[src/rtl/fetch_pkg.sv]
// fetch_pkg -- shared types and opcode constants for the fetch_q front end.
//   fetch_entry_t : one FIFO slot {addr, instr, pred_taken}
//   fetch_state_t : bus-side state (FETCH, DRAIN)
//   OPC_JAL / OPC_BRANCH : RV32 major opcodes recognised by the static predictor
package fetch_pkg;

   typedef struct packed {
      logic [31:0] addr;
      logic [31:0] instr;
      logic        pred_taken;
   } fetch_entry_t;

   typedef enum logic {FETCH, DRAIN} fetch_state_t;

   localparam logic [6:0] OPC_JAL    = 7'b1101111;
   localparam logic [6:0] OPC_BRANCH = 7'b1100011;

endpackage

[src/rtl/static_bp.sv]
// static_bp -- combinational static branch predictor.
//   instr      in  fetched instruction word
//   instr_addr in  address of that word
//   next_addr  out predicted next fetch address
//   taken      out 1 when the word redirects the fetch stream
// JAL is always taken; conditional branches are taken only when their
// offset is negative (backward, loop-closing); everything else falls through.
module static_bp
   import fetch_pkg::*;
(
   input  logic [31:0] instr,
   input  logic [31:0] instr_addr,
   output logic [31:0] next_addr,
   output logic        taken
);

   logic [31:0] j_imm;
   logic [31:0] b_imm;
   logic        is_jal;
   logic        is_br;

   assign j_imm  = {{12{instr[31]}}, instr[19:12], instr[20], instr[30:21], 1'b0};
   assign b_imm  = {{20{instr[31]}}, instr[7], instr[30:25], instr[11:8], 1'b0};
   assign is_jal = (instr[6:0] == OPC_JAL);
   assign is_br  = (instr[6:0] == OPC_BRANCH);

   // Sign bit of the B-immediate is instr[31]: set means backward branch.
   assign taken     = is_jal || (is_br && instr[31]);
   assign next_addr = is_jal ? instr_addr + j_imm :
                      taken  ? instr_addr + b_imm :
                               instr_addr + 32'd4;

endmodule

[src/rtl/fetch_q.sv]
// fetch_q -- instruction-fetch front end with a DEPTH-entry FIFO.
//   clk, rst_n          clock, asynchronous active-low reset
//   ib_addr/ib_valid    fetch request (address held while stalled)
//   ib_din/ib_ready     single-beat bus response, data valid on accept
//   instr/instr_addr    head-of-FIFO entry towards decode
//   pred_taken          head entry was predicted taken
//   valid/ready         decode handshake, pop on valid && ready
//   jmp/jmp_addr        one-cycle redirect pulse and target
//   level               current FIFO occupancy
// Build option: define FETCH_BP_EN to instantiate static_bp; otherwise the
// fetch stream is strictly sequential and pred_taken is always 0.
module fetch_q
   import fetch_pkg::*;
#(
   parameter int          DEPTH    = 4,
   parameter logic [31:0] RESET_PC = 32'h0000_0000
) (
   input  logic                     clk,
   input  logic                     rst_n,
   output logic [31:0]              ib_addr,
   output logic                     ib_valid,
   input  logic [31:0]              ib_din,
   input  logic                     ib_ready,
   output logic [31:0]              instr,
   output logic [31:0]              instr_addr,
   output logic                     pred_taken,
   output logic                     valid,
   input  logic                     ready,
   input  logic                     jmp,
   input  logic [31:0]              jmp_addr,
   output logic [$clog2(DEPTH):0]   level
);

   localparam int PW = $clog2(DEPTH);
   localparam int LW = PW + 1;

   fetch_state_t  state_q, state_d;
   logic [31:0]   pc_q, pc_d;
   logic [31:0]   tgt_q, tgt_d;
   logic [31:0]   next_pc;
   logic          bp_taken;
   logic [PW-1:0] rd_q, wr_q;
   logic [LW-1:0] level_q;
   logic          run_q;
   logic          push, pop, flush;
   fetch_entry_t  mem [DEPTH];

   // run_q keeps ib_valid low while in reset and raises it one edge after
   // release, so the request is decoded purely from registers.
   assign ib_valid   = run_q && ((state_q == DRAIN) || (level_q < LW'(DEPTH)));
   assign ib_addr    = pc_q;
   assign valid      = (level_q != '0);
   assign level      = level_q;
   assign instr      = mem[rd_q].instr;
   assign instr_addr = mem[rd_q].addr;

`ifdef FETCH_BP_EN
   static_bp u_bp (
      .instr      (ib_din),
      .instr_addr (pc_q),
      .next_addr  (next_pc),
      .taken      (bp_taken)
   );
   assign pred_taken = mem[rd_q].pred_taken;
`else
   assign next_pc    = pc_q + 32'd4;
   assign bp_taken   = 1'b0;
   assign pred_taken = 1'b0;
`endif

   // Next-state / control. A redirect wins over push and pop; if the bus is
   // mid-request we must keep the address stable, so park the target and
   // swallow the outstanding beat in DRAIN.
   always_comb begin
      state_d = state_q;
      pc_d    = pc_q;
      tgt_d   = tgt_q;
      flush   = 1'b0;
      push    = 1'b0;
      pop     = valid && ready;
      if (jmp) begin
         flush = 1'b1;
         pop   = 1'b0;
         tgt_d = jmp_addr;
         if (state_q == FETCH) begin
            if (ib_valid && !ib_ready) state_d = DRAIN;
            else                       pc_d    = jmp_addr;
         end
      end else if (state_q == DRAIN) begin
         if (ib_ready) begin
            pc_d    = tgt_q;
            state_d = FETCH;
         end
      end else if (ib_valid && ib_ready) begin
         push = 1'b1;
         pc_d = next_pc;
      end
   end

   always_ff @(posedge clk or negedge rst_n) begin
      if (!rst_n) begin
         state_q <= FETCH;
         pc_q    <= RESET_PC;
         tgt_q   <= RESET_PC;
         rd_q    <= '0;
         wr_q    <= '0;
         level_q <= '0;
         run_q   <= 1'b0;
         for (int i = 0; i < DEPTH; i++) mem[i] <= '0;
      end else begin
         run_q   <= 1'b1;
         state_q <= state_d;
         pc_q    <= pc_d;
         tgt_q   <= tgt_d;
         if (flush) begin
            wr_q    <= rd_q;
            level_q <= '0;
         end else begin
            if (push) begin
               mem[wr_q] <= '{addr: pc_q, instr: ib_din, pred_taken: bp_taken};
               wr_q      <= wr_q + 1'b1;
            end
            if (pop) rd_q <= rd_q + 1'b1;
            if (push && !pop)      level_q <= level_q + 1'b1;
            else if (pop && !push) level_q <= level_q - 1'b1;
         end
      end
   end

endmodule

[config.mk]
export PLATFORM = sky130hd
export DESIGN_NAME = fetch_q
export DESIGN_NICKNAME = d
export VERILOG_FILES = /design/src/rtl/fetch_pkg.sv /design/src/rtl/static_bp.sv /design/src/rtl/fetch_q.sv
export SDC_FILE = /design/constraint.sdc
export NUM_CORES = 1
export LEC_CHECK = 0
export CORE_ASPECT_RATIO = 1.25
export CORE_MARGIN = 2
export CORE_UTILIZATION = 57
export DETAILED_ROUTE_END_ITERATION = 10
export PLACE_DENSITY = 0.81
export SLEW_MARGIN = 20
export SYNTH_ARGS = -nofsm -noshare
export SYNTH_HDL_FRONTEND = slang
export SYNTH_SLANG_ARGS = --single-unit
[constraint.sdc]
create_clock -name clk -period 3.32 [get_ports clk]
set_input_delay 0.664 -clock clk [delete_from_list [all_inputs] [get_ports clk]]
set_output_delay 0.664 -clock clk [all_outputs]
set_load 0.005 [all_outputs]
==> metrics.md <==
| Metric | Value |
|---|---|
| CTS buffer count | 34 |
| Crit-path max FO | 14 |
| Filler cell count | 1719 |
| CP Launch Type | flop |
| Yosys cell types | 58 |
| Yosys warnings | 0 |
| IO buf count | 169 |
| Post_cts resized | 0 |
| Simple-Gate Fraction of Synth Area | 4.50% |
| Synth Area in Adders | 0.553% |
| Pwr Total | 17.7 mW |
| Clock buffer depth | 3 |
| Fin Clk Skew | 0.0207 ns |
| Post-layout minimum cycle time | 3.13 ns |
| Final Max Slew Viols | 0 |
| Setup bufs post-CTS | 0 |
| Number of global-route vias before repair | 10000 |
| Final hold violation count | 0 |
| Worst slew margin | 38.0% |
| Initial antenna violation count | 0 |
| Final std cells w/o fill | 1591 |
| Hold buffers post-CTS | 0 |
| Drt pass-1 iters | 5 |
| Fin crit share | 94.4% |
| Yosys reg bits | 329 |
| Final instance area | 0.0184 mm² |
| Combinational family with the most area after synthesis | multiplexers |
| Cells after Synth | 1057 |
| # H-tree levels | 2 |
| Worst-path clk slew | 0.06 ns |
| Post-Syn Nets | 1132 |
| Setup Viol. Count Final | 0 |
| Seq/Total Area, Yosys | 55.2% |
| Worst skew pair latency | 0.50 ns |
| Core area | 0.0258 mm² |
| Post-synthesis area per instance | 14.1 µm² |
| Row count | 66 |
| Max VDD drop | 0.633 mV |
| Share of cells above drive strength 1 | 34.3% |
| DRC | 0 |
| Compound-Gate Fraction of Synth Area | 5.16% |
| Mux cell area share after synthesis | 30.9% |
| Vias per cell | 5.99 |
| Area contributors post-synth | dfrtp_1 (55%), mux2_2 (19%), mux4_2 (9.7%), mux2_1 (1.6%), clkbuf_1 (1.2%) |
| CTS tree | built |
| Synth Area in XOR/XNOR | 1.06% |
| Die ar. | 0.0275 mm² |
| Die height | 185 µm |
| Status | finished clean |
| FFs w/ async S/R, synth | 100% |
| Max frequency | 0.319 GHz |
| WS Path Type | reg -> out |
| Power Density | 963 mW/mm² |
| Area Overhead vs Synth | 23.3% |
| Post-synth top area share | 55.2% |
| Fin nets | 1305 |
| Netlist Area Pre-Place | 0.0149 mm² |
| I/O Pins | 171 |
| CTS Root Cell | clkbuf_16 |
| Post-route ant nets | 0 |
| Area after DPL | 0.0173 mm² |
| First-pass GRT wire length | 54500 µm |
| Largest net degree at the start of global routing | 101 |
| Routed WL | 34200 µm |
| Total number of vias | 9538 |
| Post-synth EDFFs | 0 |
| Initial DRC count | 448 |
| Final setup margin | 0.187 ns |
| Post-detail-place hpwl | 22700 µm |
| Crit path DAT | 2.47 ns |
| Die Width | 149 µm |
| Gr usage total | 25.4% |
| Slew of the pin with the lowest slew margin | 0.926 ns |
| LEAKAGE | 8.05 nW |
| Post-Place Cells | 1532 |
| Max Cap Viol | 0 |
| RSZ-0062 raised after global routing | no |
| Drt wl/cell | 21.5 µm |
| # diodes | 0 |
| WP data required | 2.66 ns |
| Placer Congestion | 0.891 |
| Setup TNS Final | 0 ns |
| Yosys top cell by area | dfrtp_1 |
| CP Capture Type | output pin |
| Min-Delay Path Class | in -> async |
| Starting Density | 57.7% |
| Most used DFF post-synth | dfrtp_1 |
| Number of clock sinks | 329 |
| Grt ovf | 0 |
| Post-Place Worst Slack | 0.215 ns |
==> cell type report <==
class | count | area, µm² | share of cell area (%)
clock buffer | 56 | 1100 | 5.96
clock inverter | 1 | 30.0 | 0.163
tap | 340 | 425 | 2.31
timing repair buffer | 212 | 2200 | 11.9
sequential | 329 | 8240 | 44.8
multi-input combinational | 632 | 6340 | 34.4
inverter | 21 | 78.8 | 0.428
==> state kept, by name, summed over array words and instances, names as in the netlist <==
| signal | count |
|---|---|
| tgt_q | 32 |
| state_q | 1 |
| rd_q | 2 |
| run_q | 1 |
| wr_q | 2 |
| mem | 256 |
| ib_addr | 32 |
| level | 3 |
==> report_power, final <==
group / switching, mW / internal, mW / total (mW)
Combinational: 2.40 / 4.42 / 6.82
Clock: 1.48 / 2.32 / 3.80
Sequential: 1.37 / 5.74 / 7.11
==> cells in the mapped netlist, types with 7 or more instances <==
| master | instances |
|---|---|
| nand3_1 | 12 |
| mux2_1 | 21 |
| o22ai_1 | 15 |
| xnor2_1 | 13 |
| clkbuf_1 | 48 |
| a21oi_1 | 27 |
| mux2_2 | 258 |
| inv_1 | 20 |
| o21ai_0 | 34 |
| dfrtp_1 | 329 |
| buf_2 | 19 |
| nand2_1 | 46 |
| buf_1 | 7 |
| nor3_1 | 7 |
| nor2_1 | 36 |
| mux4_2 | 64 |
==> placed cells by master (no fill, tap or decap), types with 12 or more instances in the layout <==
cell,synthesis,layout
dfrtp_1,329,327
inv_1,20,20
o22ai_1,15,15
nand3_1,12,12
xnor2_1,13,13
o21ai_0,34,34
mux4_2,64,64
clkbuf_16,0,37
nor2_1,36,36
buf_4,1,28
mux2_1,21,21
nand2_1,46,42
clkdlybuf4s50_1,0,167
buf_12,0,14
mux2_2,258,258
a21oi_1,27,26
==> final timing paths <==
path / from / to / slack (ns) / cells past startpoint
max: state_q / ib_valid / 0.19 / 3
max in group asynchronous: rst_n / mem[20] / 2.28 / 2
min: rst_n / mem[205] / 0.21 / 1
min in group clk: mem[50] / mem[50] / 0.49 / 1
max reg2reg: level[2] / mem[40] / 0.76 / 6
min reg2reg: mem[50] / mem[50] / 0.49 / 1
==> kinds of logic after synthesis <==
| logic type | count (synthesis) |
|---|---|
| other | 2 |
| and+or+nand+nor | 138 |
| muxes | 346 |
| adders and majority gates | 6 |
| xor gates and xnor gates | 18 |
| DFF | 329 |
| buffers and inverters | 96 |
| AOI/OAI and AO/OA | 122 |
==> through the flow <==
stage	hold slack, ns	util (%)
after floorplan	0.368	-
after global placement	0.468	66.8
after detailed placement	0.480	66.8
after CTS	0.238	71.1
after global routing	0.268	71.2
final	0.213	71.2
==> metal layers <==
layer  part of all wire [%]  vias up  track usage [%]
met5                      0        -                0
met4                    2.9        0             8.53
met1                     40     4956             33.4
met3                    5.2       60             4.46
li1                       -     4232                -
met2                     51      290             43.2
==> worst max-delay path, cell delays in order (launching register included) <==
cell and delay [ns]:
dfrtp_1 0.66, inv_1 0.25, a21boi_0 0.45, clkdlybuf4s50_1 0.60
Note: power is estimated with default switching activity, not from simulation.
